===== src/rtl/uart_pkg.sv =====
// Shared types and codes for the uart_rx receiver: FSM states, stop/parity codes and the
// received-word payload carried through the output stage.
package uart_pkg;

    typedef enum logic [2:0] {
        IDLE,
        START,
        DATA,
        PAR,
        STOP1,
        STOP2,
        DONE
    } rx_state_e;

    localparam logic [1:0] PAR_NONE = 2'd0;
    localparam logic [1:0] PAR_ODD  = 2'd1;
    localparam logic [1:0] PAR_EVEN = 2'd2;

    localparam logic [1:0] STOP_0 = 2'd0;
    localparam logic [1:0] STOP_1 = 2'd1;
    localparam logic [1:0] STOP_2 = 2'd2;

    typedef struct packed {
        logic       ferr;
        logic       perr;
        logic [7:0] data;
    } rx_word_t;

    localparam int DIV_MIN = 4;

    // State entered once the payload (data and optional parity) has been sampled.
    function automatic rx_state_e tail_state(input logic [1:0] stop_code);
        return (stop_code != STOP_0) ? STOP1 : DONE;
    endfunction

endpackage


===== src/rtl/uart_rx_if.sv =====
// Valid/ready output bus of the UART receiver: received byte plus its per-word error flags.
interface uart_rx_if;
    logic [7:0] data;
    logic       perr;
    logic       ferr;
    logic       valid;
    logic       ready;

    modport master (output data, perr, ferr, valid, input ready);
    modport slave  (input data, perr, ferr, valid, output ready);
endinterface


===== src/rtl/uart_rx_fifo.sv =====
// Power-of-two receive FIFO of rx_word_t entries; a push and a pop in the same cycle are
// both honoured even when full, since the popped head slot becomes the new tail.
module uart_rx_fifo
    import uart_pkg::*;
#(
    parameter int DEPTH = 4
) (
    input  logic     clk,
    input  logic     rstn,
    input  logic     push_i,
    input  rx_word_t wdata_i,
    input  logic     pop_i,
    output rx_word_t rdata_o,
    output logic     empty_o,
    output logic     full_o
);
    localparam int AW = (DEPTH > 1) ? $clog2(DEPTH) : 1;

    rx_word_t        mem_q [DEPTH];
    logic [AW-1:0]   wr_q, rd_q;
    logic [AW:0]     cnt_q;
    logic            do_pop, do_push;

    assign empty_o = (cnt_q == '0);
    assign full_o  = (cnt_q == (AW+1)'(DEPTH));
    assign do_pop  = pop_i && !empty_o;
    assign do_push = push_i && (!full_o || do_pop);
    assign rdata_o = mem_q[rd_q];

    always_ff @(posedge clk or negedge rstn) begin
        if (!rstn) begin
            for (int i = 0; i < DEPTH; i++) mem_q[i] <= '0;
            wr_q  <= '0;
            rd_q  <= '0;
            cnt_q <= '0;
        end else begin
            if (do_push) begin
                mem_q[wr_q] <= wdata_i;
                wr_q        <= wr_q + AW'(1);
            end
            if (do_pop) rd_q <= rd_q + AW'(1);
            cnt_q <= cnt_q + (AW+1)'(do_push) - (AW+1)'(do_pop);
        end
    end

endmodule


===== src/rtl/uart_rx.sv =====
// uart_rx: 8-bit async serial receiver, 2-flop input sync, mid-bit sampling, valid/ready output.
// Define UART_RX_FIFO_EN to replace the single holding register by a FIFO_DEPTH-entry FIFO.
module uart_rx
    import uart_pkg::*;
#(
    parameter int DIV_W      = 16,
    parameter int FIFO_DEPTH = 4
) (
    input  logic             clk,
    input  logic             rstn,
    input  logic             en,
    input  logic [DIV_W-1:0] div,
    input  logic [1:0]       stop,
    input  logic [1:0]       parity,
    input  logic             rx,
    uart_rx_if.master        bus,
    output logic             overrun,
    output logic             busy
);
    rx_state_e        state_q, state_d;
    logic [1:0]       sync_q;
    logic             rxs_prev_q;
    logic             rxs;
    logic [DIV_W-1:0] cnt_q, cnt_d, div_eff, div_m1;
    logic [2:0]       bit_q, bit_d;
    logic [7:0]       shift_q, shift_d;
    logic             perr_q, perr_d, ferr_q, ferr_d;
    logic [1:0]       stop_n, par_n;
    logic             par_en;
    logic             tick, push, pop;
    logic             ovr_q;
    rx_word_t         word_in, out_w;
    logic             out_vld;

    assign rxs     = sync_q[1];
    assign div_eff = (div < DIV_W'(DIV_MIN)) ? DIV_W'(DIV_MIN) : div;
    assign div_m1  = div_eff - DIV_W'(1);
    assign stop_n  = (stop == 2'd3) ? STOP_1 : stop;
    assign par_n   = (parity == 2'd3) ? PAR_NONE : parity;
    assign par_en  = (par_n == PAR_ODD) || (par_n == PAR_EVEN);
    assign tick    = (cnt_q == '0);
    assign busy    = (state_q != IDLE);
    assign word_in = {ferr_q, perr_q, shift_q};

    always_ff @(posedge clk or negedge rstn) begin
        if (!rstn) begin
            sync_q     <= 2'b11;
            rxs_prev_q <= 1'b1;
            state_q    <= IDLE;
            cnt_q      <= '0;
            bit_q      <= '0;
        end else begin
            sync_q     <= {sync_q[0], rx};
            rxs_prev_q <= rxs;
            state_q    <= state_d;
            cnt_q      <= cnt_d;
            bit_q      <= bit_d;
        end
    end

    // Frame payload registers carry no reset: they are always reinitialised at a start edge.
    always_ff @(posedge clk) begin
        shift_q <= shift_d;
        perr_q  <= perr_d;
        ferr_q  <= ferr_d;
    end

    always_comb begin
        state_d = state_q;
        cnt_d   = cnt_q;
        bit_d   = bit_q;
        shift_d = shift_q;
        perr_d  = perr_q;
        ferr_d  = ferr_q;
        push    = 1'b0;

        if (state_q != IDLE && state_q != DONE && !tick) cnt_d = cnt_q - DIV_W'(1);

        case (state_q)
            IDLE: begin
                if (rxs_prev_q && !rxs) begin
                    cnt_d   = div_eff >> 1;
                    bit_d   = '0;
                    perr_d  = 1'b0;
                    ferr_d  = 1'b0;
                    state_d = START;
                end
            end
            START: begin
                if (tick) begin
                    cnt_d   = div_m1;
                    state_d = rxs ? IDLE : DATA;
                end
            end
            DATA: begin
                if (tick) begin
                    shift_d = {rxs, shift_q[7:1]};
                    cnt_d   = div_m1;
                    bit_d   = bit_q + 3'd1;
                    if (bit_q == 3'd7) state_d = par_en ? PAR : tail_state(stop_n);
                end
            end
            PAR: begin
                if (tick) begin
                    perr_d  = (par_n == PAR_ODD) ? ~^{shift_q, rxs} : ^{shift_q, rxs};
                    cnt_d   = div_m1;
                    state_d = tail_state(stop_n);
                end
            end
            STOP1: begin
                if (tick) begin
                    ferr_d  = ferr_q | ~rxs;
                    cnt_d   = div_m1;
                    state_d = (stop_n == STOP_2) ? STOP2 : DONE;
                end
            end
            STOP2: begin
                if (tick) begin
                    ferr_d  = ferr_q | ~rxs;
                    state_d = DONE;
                end
            end
            DONE: begin
                push    = 1'b1;
                state_d = IDLE;
            end
            default: state_d = IDLE;
        endcase

        if (!en) state_d = IDLE;
    end

`ifdef UART_RX_FIFO_EN
    logic empty, full;

    assign pop     = !empty && bus.ready;
    assign out_vld = !empty;

    uart_rx_fifo #(.DEPTH(FIFO_DEPTH)) u_fifo (
        .clk     (clk),
        .rstn    (rstn),
        .push_i  (push),
        .wdata_i (word_in),
        .pop_i   (pop),
        .rdata_o (out_w),
        .empty_o (empty),
        .full_o  (full)
    );

    always_ff @(posedge clk or negedge rstn) begin
        if (!rstn) ovr_q <= 1'b0;
        else       ovr_q <= push && full && !pop;
    end
`else
    rx_word_t hold_q;
    logic     valid_q;

    assign pop     = valid_q && bus.ready;
    assign out_w   = hold_q;
    assign out_vld = valid_q;

    // A word arriving while the held one is not being taken is dropped, old word kept.
    always_ff @(posedge clk or negedge rstn) begin
        if (!rstn) begin
            hold_q  <= '0;
            valid_q <= 1'b0;
            ovr_q   <= 1'b0;
        end else begin
            ovr_q <= push && valid_q && !bus.ready;
            if (push && (!valid_q || bus.ready)) begin
                hold_q  <= word_in;
                valid_q <= 1'b1;
            end else if (pop) begin
                valid_q <= 1'b0;
            end
        end
    end
`endif

    assign bus.data  = out_w.data;
    assign bus.perr  = out_w.perr;
    assign bus.ferr  = out_w.ferr;
    assign bus.valid = out_vld;
    assign overrun   = ovr_q;

endmodule


===== src/flat_wrapper.sv =====
// flat-port wrapper written by rule: the top's interface ports become plain ports
module uart_rx_flat import uart_pkg::*;
#(
    parameter int DIV_W      = 16,
    parameter int FIFO_DEPTH = 4
)
  (clk, rstn, en, div, stop, parity, rx, overrun, busy, bus_data, bus_perr, bus_ferr, bus_valid, bus_ready);
  uart_rx_if bus_i ();
  input  logic clk;
  input  logic rstn;
  input  logic en;
  input  logic [DIV_W-1:0] div;
  input  logic [1:0] stop;
  input  logic [1:0] parity;
  input  logic rx;
  output logic overrun;
  output logic busy;
  output wire logic [$bits(bus_i.data)-1:0] bus_data;
  output wire logic [$bits(bus_i.perr)-1:0] bus_perr;
  output wire logic [$bits(bus_i.ferr)-1:0] bus_ferr;
  output wire logic [$bits(bus_i.valid)-1:0] bus_valid;
  input wire logic [$bits(bus_i.ready)-1:0] bus_ready;
  assign bus_data = bus_i.data;
  assign bus_perr = bus_i.perr;
  assign bus_ferr = bus_i.ferr;
  assign bus_valid = bus_i.valid;
  assign bus_i.ready = bus_ready;
  uart_rx #(.DIV_W(DIV_W), .FIFO_DEPTH(FIFO_DEPTH)) u_core (.clk(clk), .rstn(rstn), .en(en), .div(div), .stop(stop), .parity(parity), .rx(rx), .bus(bus_i), .overrun(overrun), .busy(busy));
endmodule

===== config.mk =====
export PLATFORM = sky130hd
export DESIGN_NAME = uart_rx_flat
export DESIGN_NICKNAME = d
export VERILOG_FILES = /design/src/rtl/uart_pkg.sv /design/src/rtl/uart_rx_if.sv /design/src/rtl/uart_rx_fifo.sv /design/src/rtl/uart_rx.sv /design/src/flat_wrapper.sv
export SDC_FILE = /design/constraint.sdc
export NUM_CORES = 1
export LEC_CHECK = 0
export CORE_ASPECT_RATIO = 1.1
export CORE_MARGIN = 1.5
export CORE_UTILIZATION = 40
export CTS_CLUSTER_DIAMETER = 200
export CTS_CLUSTER_SIZE = 30
export DETAILED_ROUTE_END_ITERATION = 8
export GPL_ROUTABILITY_DRIVEN = 0
export GPL_TIMING_DRIVEN = 0
export PLACE_DENSITY_LB_ADDON = 0.15
export SYNTH_ARGS = -nofsm -noshare
export SYNTH_HDL_FRONTEND = slang
export SYNTH_HIERARCHICAL = 1
export SYNTH_SLANG_ARGS = --single-unit

===== constraint.sdc =====
create_clock -name clk -period 2.3 [get_ports clk]
set_input_delay 0.69 -clock clk [delete_from_list [all_inputs] [get_ports clk]]
set_output_delay 0.69 -clock clk [all_outputs]
set_load 0.1 [all_outputs]

# After elaboration in Yosys (flattened, before gate mapping)
# Index checks and enable logic that the tools add are counted.
[op_classes]
n_addsub = 3
n_lt_le_gt_ge = 1
eq_ne = 24
n_mux = 32
bitwise = 2
reduce_logical = 30
[ops]
columns = ["op", "count"]
rows = [
  ["16-bit two-way mux", 4],
  ["3-bit two-way mux", 11],
  ["16-bit case mux with 2 select lines", 1],
  ["16-bit by 1-bit subtractor with 16-bit output (second input constant)", 2],
  ["3-bit by 2-bit != test with 1-bit output (second input constant)", 7],
  ["3-bit case mux with 6 select lines", 1],
  ["16-bit zero test", 1],
  ["16-bit by 3-bit < comparator with 1-bit output (second input constant)", 1],
  ["3-bit equality test (second input constant)", 4],
  ["2-bit two-way mux", 5],
  ["2-bit nonzero test", 5],
  ["3-bit AND reduction", 3],
  ["9-bit XNOR reduction", 1],
  ["9-bit parity", 1],
  ["2-bit equality test (second input constant)", 4],
  ["2-bit by 1-bit != test with 1-bit output (second input constant)", 4],
  ["1-bit logical AND", 7],
  ["1-bit two-way mux", 7],
  ["7-bit AND reduction", 1],
  ["3-bit by 2-bit equality test with 1-bit output (second input constant)", 2],
  ["3-bit case mux with 2 select lines", 1],
  ["1-bit zero test", 4],
  ["1-bit case mux with 2 select lines", 2],
  ["4-bit OR reduction", 1],
  ["other kinds (11)", 12],
]
[totals]
regBits = 47
inputBits = 25
out_inout_bits = 13
elab_cells = 105

# Longest topological paths before layout
[depth]
word_depth = 9
mapped_depth = 13
mapped_depth_nobuf = 10

# Worst setup path before layout
# Ideal clock, no wire load.
[synth_path]
path_kind = "input-to-reg"
from = "input div[5]"
to = "register u_core.cnt_q[10]"
setup_time_ns = 0.131
arrival_ns = 3.345
t_required_ns = 2.169
path_slack_ns = -1.175
cell_stages = 13
n_path_buf = 3
path_cell_list = "clkbuf_1 nor4_1 and3_1 clkbuf_1 nand2_1 nand2_1 ha_1 or4b_1 clkbuf_1 a2111oi_2 xnor2_1 a2bb2oi_1 o21ai_0"
[synth_between]
elab_chain_len = 5
elab_cells_between_ends = 6
classes_between = "add/sub (1); order compare (1); mux (4)"
[synth_rtl]
columns = ["element", "line_no", "rtl"]
rows = [
  ["start: declaration", "flat_wrapper.sv:12", "input logic [DIV_W-1:0] div;"],
  ["16-bit by 3-bit < comparator with 1-bit output", "uart_rx.sv:36", "assign div_eff = (div < DIV_W'(DIV_MIN)) ? DIV_W'(DIV_MIN) : div;"],
  ["16-bit two-way mux (*)", "uart_rx.sv:36", ""],
  ["16-bit by 1-bit subtractor with 16-bit output", "uart_rx.sv:37", "assign div_m1 = div_eff - DIV_W'(1);"],
  ["16-bit two-way mux", "n/a", ""],
  ["16-bit case mux with 2 select lines (*)", "uart_rx.sv:79", "case (state_q)"],
  ["named net u_core.cnt_d[10]", "uart_rx.sv:24", "logic [DIV_W-1:0] cnt_q, cnt_d, div_eff, div_m1;"],
  ["end signal: assignment", "uart_rx.sv:56", "cnt_q <= cnt_d;"],
  ["end: declaration", "uart_rx.sv:24", ""],
]
# Mark *: on every way through the listed nets, which the timed path passes. The rest lies on a longest branch.
# A chain may end at the register's enable or synchronous reset.

# Final worst setup path
[layout_path]
from = "input div[10]"
to = "register u_core.cnt_q[12]"
# Same word-level chain as after synthesis.

==> metrics.md <==
| Metric | Value |
|---|---|
| Cell area reported after detailed placement | roughly 3400 um2 |
| Number of CTS-inserted buffers | 5 |
| Top Family by Delay on Critical Path | simple AND/OR/NAND/NOR gates |
| Vias per inst | between 5 and 6 |
| CP cell instances | buf_8 -> nor4_4 -> and3_4 -> nand2_4 -> nand2_4 -> ha_4 -> or4b_4 -> nor3_4 -> mux2i_1 -> a2bb2oi_1 -> o21ai_1 |
| Summed area of non-filler cells in the final layout | between 3000 and 4000 um2 |
| CTS H-tree depth | 2 |
| Sum of buffers and inverters on the critical path | 1 |
| Relative contribution of combinational cells to total power | 0.407 |
| Register Area | 1230 um2 |
| Num Clock Sinks | 47 |
| Switch share | 0.416 |
| Leading cell types in the layout, fill and taps excluded | dfrtp_1 (34), nand2_1 (23), xnor2_1 (17) |
| Number of nets in the finished design | between 300 and 400 |
| CP Capture Type | flop |
| Share of the cycle needed by the critical path after routing | 1.14 |
| CP Data Required Time | 2.48 ns |
| Peak Freq | 380 MHz |
| Count of distinct cell types in the synthesized netlist | 57 |
| Actual slew at the worst max-slew pin | 0.963 ns |
| Fin crit period | 2.63 ns |
| Area Overhead vs Synth | 26.6% |
| Category of the worst setup path launch point | input pin |
| WS Path Type | input pin to flop |
| Cell types with the largest area share after synthesis | dfrtp_1 (29%), edfxtp_1 (10%), xnor2_1 (5.1%) |
| Final hold violation count | 0 |
| Type of the worst min-delay path | flop to flop |
| CTS tree | built |
| Share of post-route cells with drive strength above 1 | 0.218 |
| Min setup slack post-route | -0.333 ns |
| Number of placed I/O pins | 38 |
| Total global routing track utilization | 0.183 |
| Critical path peak fanout | 7 |
| Proportion of synthesized flip-flops having asynchronous set or reset | 0.787 |
| Number of synthesized register bits | 47 |
| Count of pins over their slew limit | 0 |
| Netlist Area Pre-Place | 2900 um2 |
| Total via count in the routed design | 2464 |
| IO buf count | 36 |
| EDFF count, synth | 10 |
| Max-slew headroom at the worst pin | 0.360 |
| Clock network fraction of design power | 0.178 |
| Antenna-violating nets left | 0 |
| Initial antenna violation count | 0 |
| Wire length per cell after detailed routing | around 16 um |
| Maximum vdd drop | 0.314 mV |
| Buffer type at the clock tree root | clkbuf_8 |
| Multi-input combinational cell area | between 1500 and 2000 um2 |
| Cell Pwr Density | 783 nW/um2 |
| Die boundary width | around 84 um |
| DR iter-0 viols | 79 |
| Row count | 32 |
| Detailed Place HPWL | roughly 4800 um |
| Sequential cell fraction of total power | 0.415 |
| Number of warnings reported in the yosys synthesis log | 6 |
| Leakage Power | 1.50 nW |
| Internal Dissipation | 0.00168 W |
| Stage delay of the slowest cell on the critical path | 0.53 ns |
| Routed wire length | between 6000 and 7000 um |
| Top flip-flop cell by instance count after synthesis | dfrtp_1 |
| Average size of a mapped cell | 9.66 um2 |
| Result of the run | complete, but fails checks |
| Clock Path Buffers | 2 |
| Crit path max-delay cell type | or4b_4 |
| Wire length of the first global-routing pass | roughly 12000 um |
| Ant. Diodes | 0 |
| Skew-Pair Late Insertion Delay | 0.30 ns |
| Most repeated library cell on the critical path | nand2_4 |
| Most common library cell in the layout ignoring fill and taps | dfrtp_1 |
| Pre-Repair DR Iteration Count | 4 |
| Switching Power | 0.00119 W |
| Clock edge transition at the registers on the reported setup and hold paths | 0.10 ns |
| Syn Inst Count | 300 |
| Setup repair after global routing missed its margin | yes |
| Total of fill cells in the finished design | 692 |
| Layout Skew | 0.0126 ns |
| Core footprint | 7010 um2 |
| Arrival time at the worst endpoint | 2.82 ns |
| Maximum Capacitance Violations | 0 |
| Share of the synthesized area in the top cell type | 0.294 |
| Via count of the first global-routing pass | roughly 2400 |
| Violations in the final reports | negative setup slack |
| Die outline area | 7760 um2 |
| DRC | 0 |
| Synthesized net count | 330 |
| Largest area contributor in the netlist | dfrtp_1 |
| Vertical die dimension | 92.3 um |
| Setup-failing EPs final | 6 |
| Largest net degree at the start of global routing | 38 |
| Proportion of synthesized chip area in sequential cells | 0.424 |
| Overall power of the completed layout | around 0.0029 W |
| Overall overflow remaining after global route | 0 |
| Initial core utilization | 0.414 |
Yosys cell counts (2+ instances only):
library cell  count
o311ai_0          3
xnor2_1          17
nand3_1          13
a2111oi_0         2
a21o_1            2
a2bb2oi_1         4
nor4_1            6
xor2_1            3
or3_1             6
dfstp_2           3
a22oi_1           3
nand2b_1          5
a21oi_1          12
nor2b_1           3
or2_2             2
dfrtp_1          34
nand2_1          26
o21ai_0          20
ha_1              5
mux2_2           12
or4_1             6
nand4_1           5
a211oi_1          3
o221ai_1          2
nor3b_1           3
and2_1            2
mux2i_1           9
nor3_1           11
buf_2             3
edfxtp_1         10
inv_1             9
clkbuf_1         10
and3_1            3
nor2_1           14
o211ai_1          7
power by group through the flow:
stage	sequential [W]	combinational [W]	clock (W)
2_1_floorplan	0.00116	0.000825	0
3_3_place_gp	0.00119	0.00110	0
3_5_place_dp	0.00120	0.00111	0
4_1_cts	0.00119	0.00114	0.000536
5_1_grt	0.00123	0.00130	0.000573
6_report	0.00119	0.00117	0.000510
kinds of logic (layout without fill, tap and decap cells):
logic type,Yosys count,in the layout,share of synthesized area
buf+inv,22,75,0.0298
flops,47,47,0.424
fa+ha+maj,5,5,0.0216
compound gates,72,72,0.169
xor+xnor,20,20,0.0604
simple gates,113,113,0.217
mux,21,21,0.0777
state kept, by name, indices dropped and copies added (netlist names), 2 cells and up:
name / cells
u_core/cnt_q: 16
u_core/bus.data: 8
u_core/shift_q: 8
u_core/bit_q: 3
u_core/state_q: 3
u_core/sync_q: 2
timing repair:
item | CTS | global route
gates resized for setup | 92 | 9
setup buffers | 8 | 4
setup endpoints to repair | 36 | 27
hold buffers | 0 | 0
pin swaps | 7 | 11
metrics by stage:
| stage | hold slack [ns] | TNS, ns | utilization | setup WS [ns] | std cells |
|---|---|---|---|---|---|
| global route | 0.379 | -2.22 | 0.524 | -0.454 | 438 |
| finish | 0.372 | -1.56 | 0.524 | -0.333 | 438 |
| floorplan | 0.345 | -4.19 | - | -0.774 | 300 |
| CTS | 0.375 | -1.66 | 0.517 | -0.399 | 436 |
| detailed placement | 0.350 | -15.92 | 0.489 | -1.74 | 421 |
| global placement | 0.349 | -29.10 | 0.489 | -1.72 | 421 |
final timing paths:
| path | start | to | slack, ns | cells after the start |
|---|---|---|---|---|
| worst min register to register | u_core/sync_q[0] | u_core/sync_q[1] | 0.37 | 0 |
| worst min-delay path | u_core/sync_q[0] | u_core/sync_q[1] | 0.37 | 0 |
| worst max register to register | u_core/cnt_q[5] | u_core/perr_q | 0.05 | 5 |
| min in group asynchronous | rstn | u_core/bus.data[4] | 0.48 | 1 |
| max in group asynchronous | rstn | u_core/cnt_q[3] | 1.28 | 1 |
| worst max-delay path | div[10] | u_core/cnt_q[12] | -0.33 | 11 |
final cells by class:
class,count,share of cell area
clock inverter,3,0.00614
clock buffer,5,0.0188
buffer,10,0.0143
tap,85,0.0290
multi-input combinational,231,0.474
inverter,9,0.00921
timing repair buffer,48,0.114
sequential,47,0.335
routing by layer:
metal,wire length [um],global-route usage,vias to the layer above,share of wire
li1,-,-,1227,-
met1,3100,0.231,1167,0.46
met2,3390,0.329,63,0.50
met3,224,0.0234,7,0.033
met4,88,0.0492,0,0.013
met5,0,0,-,0
(Power assumes the default switching activity.)
==> variant: new RTL, same settings <==
Encoding of `rx_state_e`: now one-hot (7 bits for 7 states).
--- a/src/rtl/uart_pkg.sv
+++ b/src/rtl/uart_pkg.sv
@@ -2,14 +2,14 @@
 // received-word payload carried through the output stage.
 package uart_pkg;
 
-    typedef enum logic [2:0] {
-        IDLE,
-        START,
-        DATA,
-        PAR,
-        STOP1,
-        STOP2,
-        DONE
+    typedef enum logic [6:0] {
+        IDLE  = 7'b0000001,
+        START = 7'b0000010,
+        DATA  = 7'b0000100,
+        PAR   = 7'b0001000,
+        STOP1 = 7'b0010000,
+        STOP2 = 7'b0100000,
+        DONE  = 7'b1000000
     } rx_state_e;
 
     localparam logic [1:0] PAR_NONE = 2'd0;
Function: same outputs for any inputs over 10 cycles, from zero or initial values and one cycle with rstn low; not proved beyond that.
==> variant against the original RTL <==
The run still ends with negative setup slack left. Worst setup slack gained 0.070 ns. Worst hold slack lost 0.034 ns. Sequential cell count grew 4. Routed wire length grew 6.5%. Total power shrank 16%. Cell area grew 15%. Synthesized area grew 5.1%. Register-to-register slack lost 0.19 ns. Clock skew shrank 0.0085 ns. Combinational power shrank 34%. Critical endpoint unchanged. Largest cell class unchanged.
==> variant: results (changes against the original RTL) <==
Status: finished, violations left (unchanged)
Failing checks: negative setup slack (unchanged)
Final wirelength: 7.25 mm (was 6.80 mm)
Fillcell total: 656 (was 692)
Max VDD drop: 0.233 mV (was 0.314 mV)
GRT Total Usage: 0.190 (was 0.183)
Synth cell count leaders: dfrtp_1 (37), nand2_1 (35), nor2_1 (30), xnor2_1 (20) (was dfrtp_1 (34), nand2_1 (26), o21ai_0 (20), xnor2_1 (17), nor2_1 (14))
Port buffer count: 37 (was 36)
Int Pwr: 1.63 mW (was 1.68 mW)
Final worst setup slack: -0.262 ns (was -0.333 ns)
Final setup viols: 24 (was 6)
Synth Area in Adders: 0.0205 (was 0.0216)
Worst Tran Pin Value: 0.958 ns (was 0.963 ns)
Combinational gate power: 0.777 mW (was 1.17 mW)
Area of the multi-input gates: 0.00196 mm² (was 0.00174 mm²)
Synth Area in Compound Gates: 0.139 (was 0.169)
Synth Register Bits: 51 (was 47)
Sequential fraction of the synthesis area: 0.437 (was 0.424)
Setup TNS Final: -2.24 ns (was -1.56 ns)
Xor and xnor fraction of the mapped netlist area: 0.101 (was 0.0604)
Multi-input gates: 247 (was 231)
Post-synth ARST share: 0.804 (was 0.787)
CP arrival: 2.76 ns (was 2.82 ns)
Mux cell area share after synthesis: 0.0399 (was 0.0777)
Signal buffers share of area: 0.169 (was 0.128)
Hold/Removal Path Class: in -> async (was reg -> reg)
Power in the clock group: 0.511 mW (was 0.510 mW)
FF-to-FF setup slack: -0.14 ns (was 0.05 ns)
Total vias in the final route: 2603 (was 2464)
==> variant: cell count changes in the layout (fill, tap and decap cells not counted), sizes merged, moves of 4 or more <==
cell / change
nand3: -4
a2bb2oi: -4
or4: -4
mux2i: -7
xor2: +12
nand2: +8
buf: +21
nor2: +16
o221ai: +8
o21ai: -5
==> variant: worst min path at each step <==
stage                        endpoint  slack, ns  depth (start not counted)
finish              u_core/state_q[6]       0.34                          1
floorplan            u_core/sync_q[1]       0.35                          0
CTS                 u_core/state_q[4]       0.35                          1
global placement     u_core/sync_q[1]       0.35                          0
global route        u_core/state_q[6]       0.36                          1
detailed placement   u_core/sync_q[1]       0.35                          0
==> variant: timing repair <==
item                       CTS  global route
setup buffers               18            13
setup endpoints to repair   46            34
pin swaps                   19            21
gates cloned                 1             0
gates resized for setup    107            30
==> variant: per-stage QoR <==
stage | utilization | setup WS [ns] | instances | instance area (µm²)
4_1_cts | 0.538 | -0.292 | 466 | 4000
3_3_place_gp | 0.487 | -1.24 | 438 | 3620
2_1_floorplan | - | -0.306 | 314 | 3140
5_1_grt | 0.570 | -0.386 | 479 | 4240
3_5_place_dp | 0.490 | -1.33 | 439 | 3640
6_report | 0.570 | -0.262 | 479 | 4240
==> variant: kinds of logic (layout without fill, tap and decap cells) <==
family          after synthesis  after routing
buf+inv                      16             94
simple gates                136            136
compound gates               60             60
fa+ha+maj                     5              5
xor+xnor                     35             35
mux                          11             11
flops                        51             51
==> variant: routing by layer <==
layer  share of wire  up-vias  global-route usage
li1                -     1301                   -
met1            0.43     1242               0.229
met2            0.53       53               0.348
met3           0.032        7              0.0288
met4           0.010        0              0.0551
met5               0        -                   0
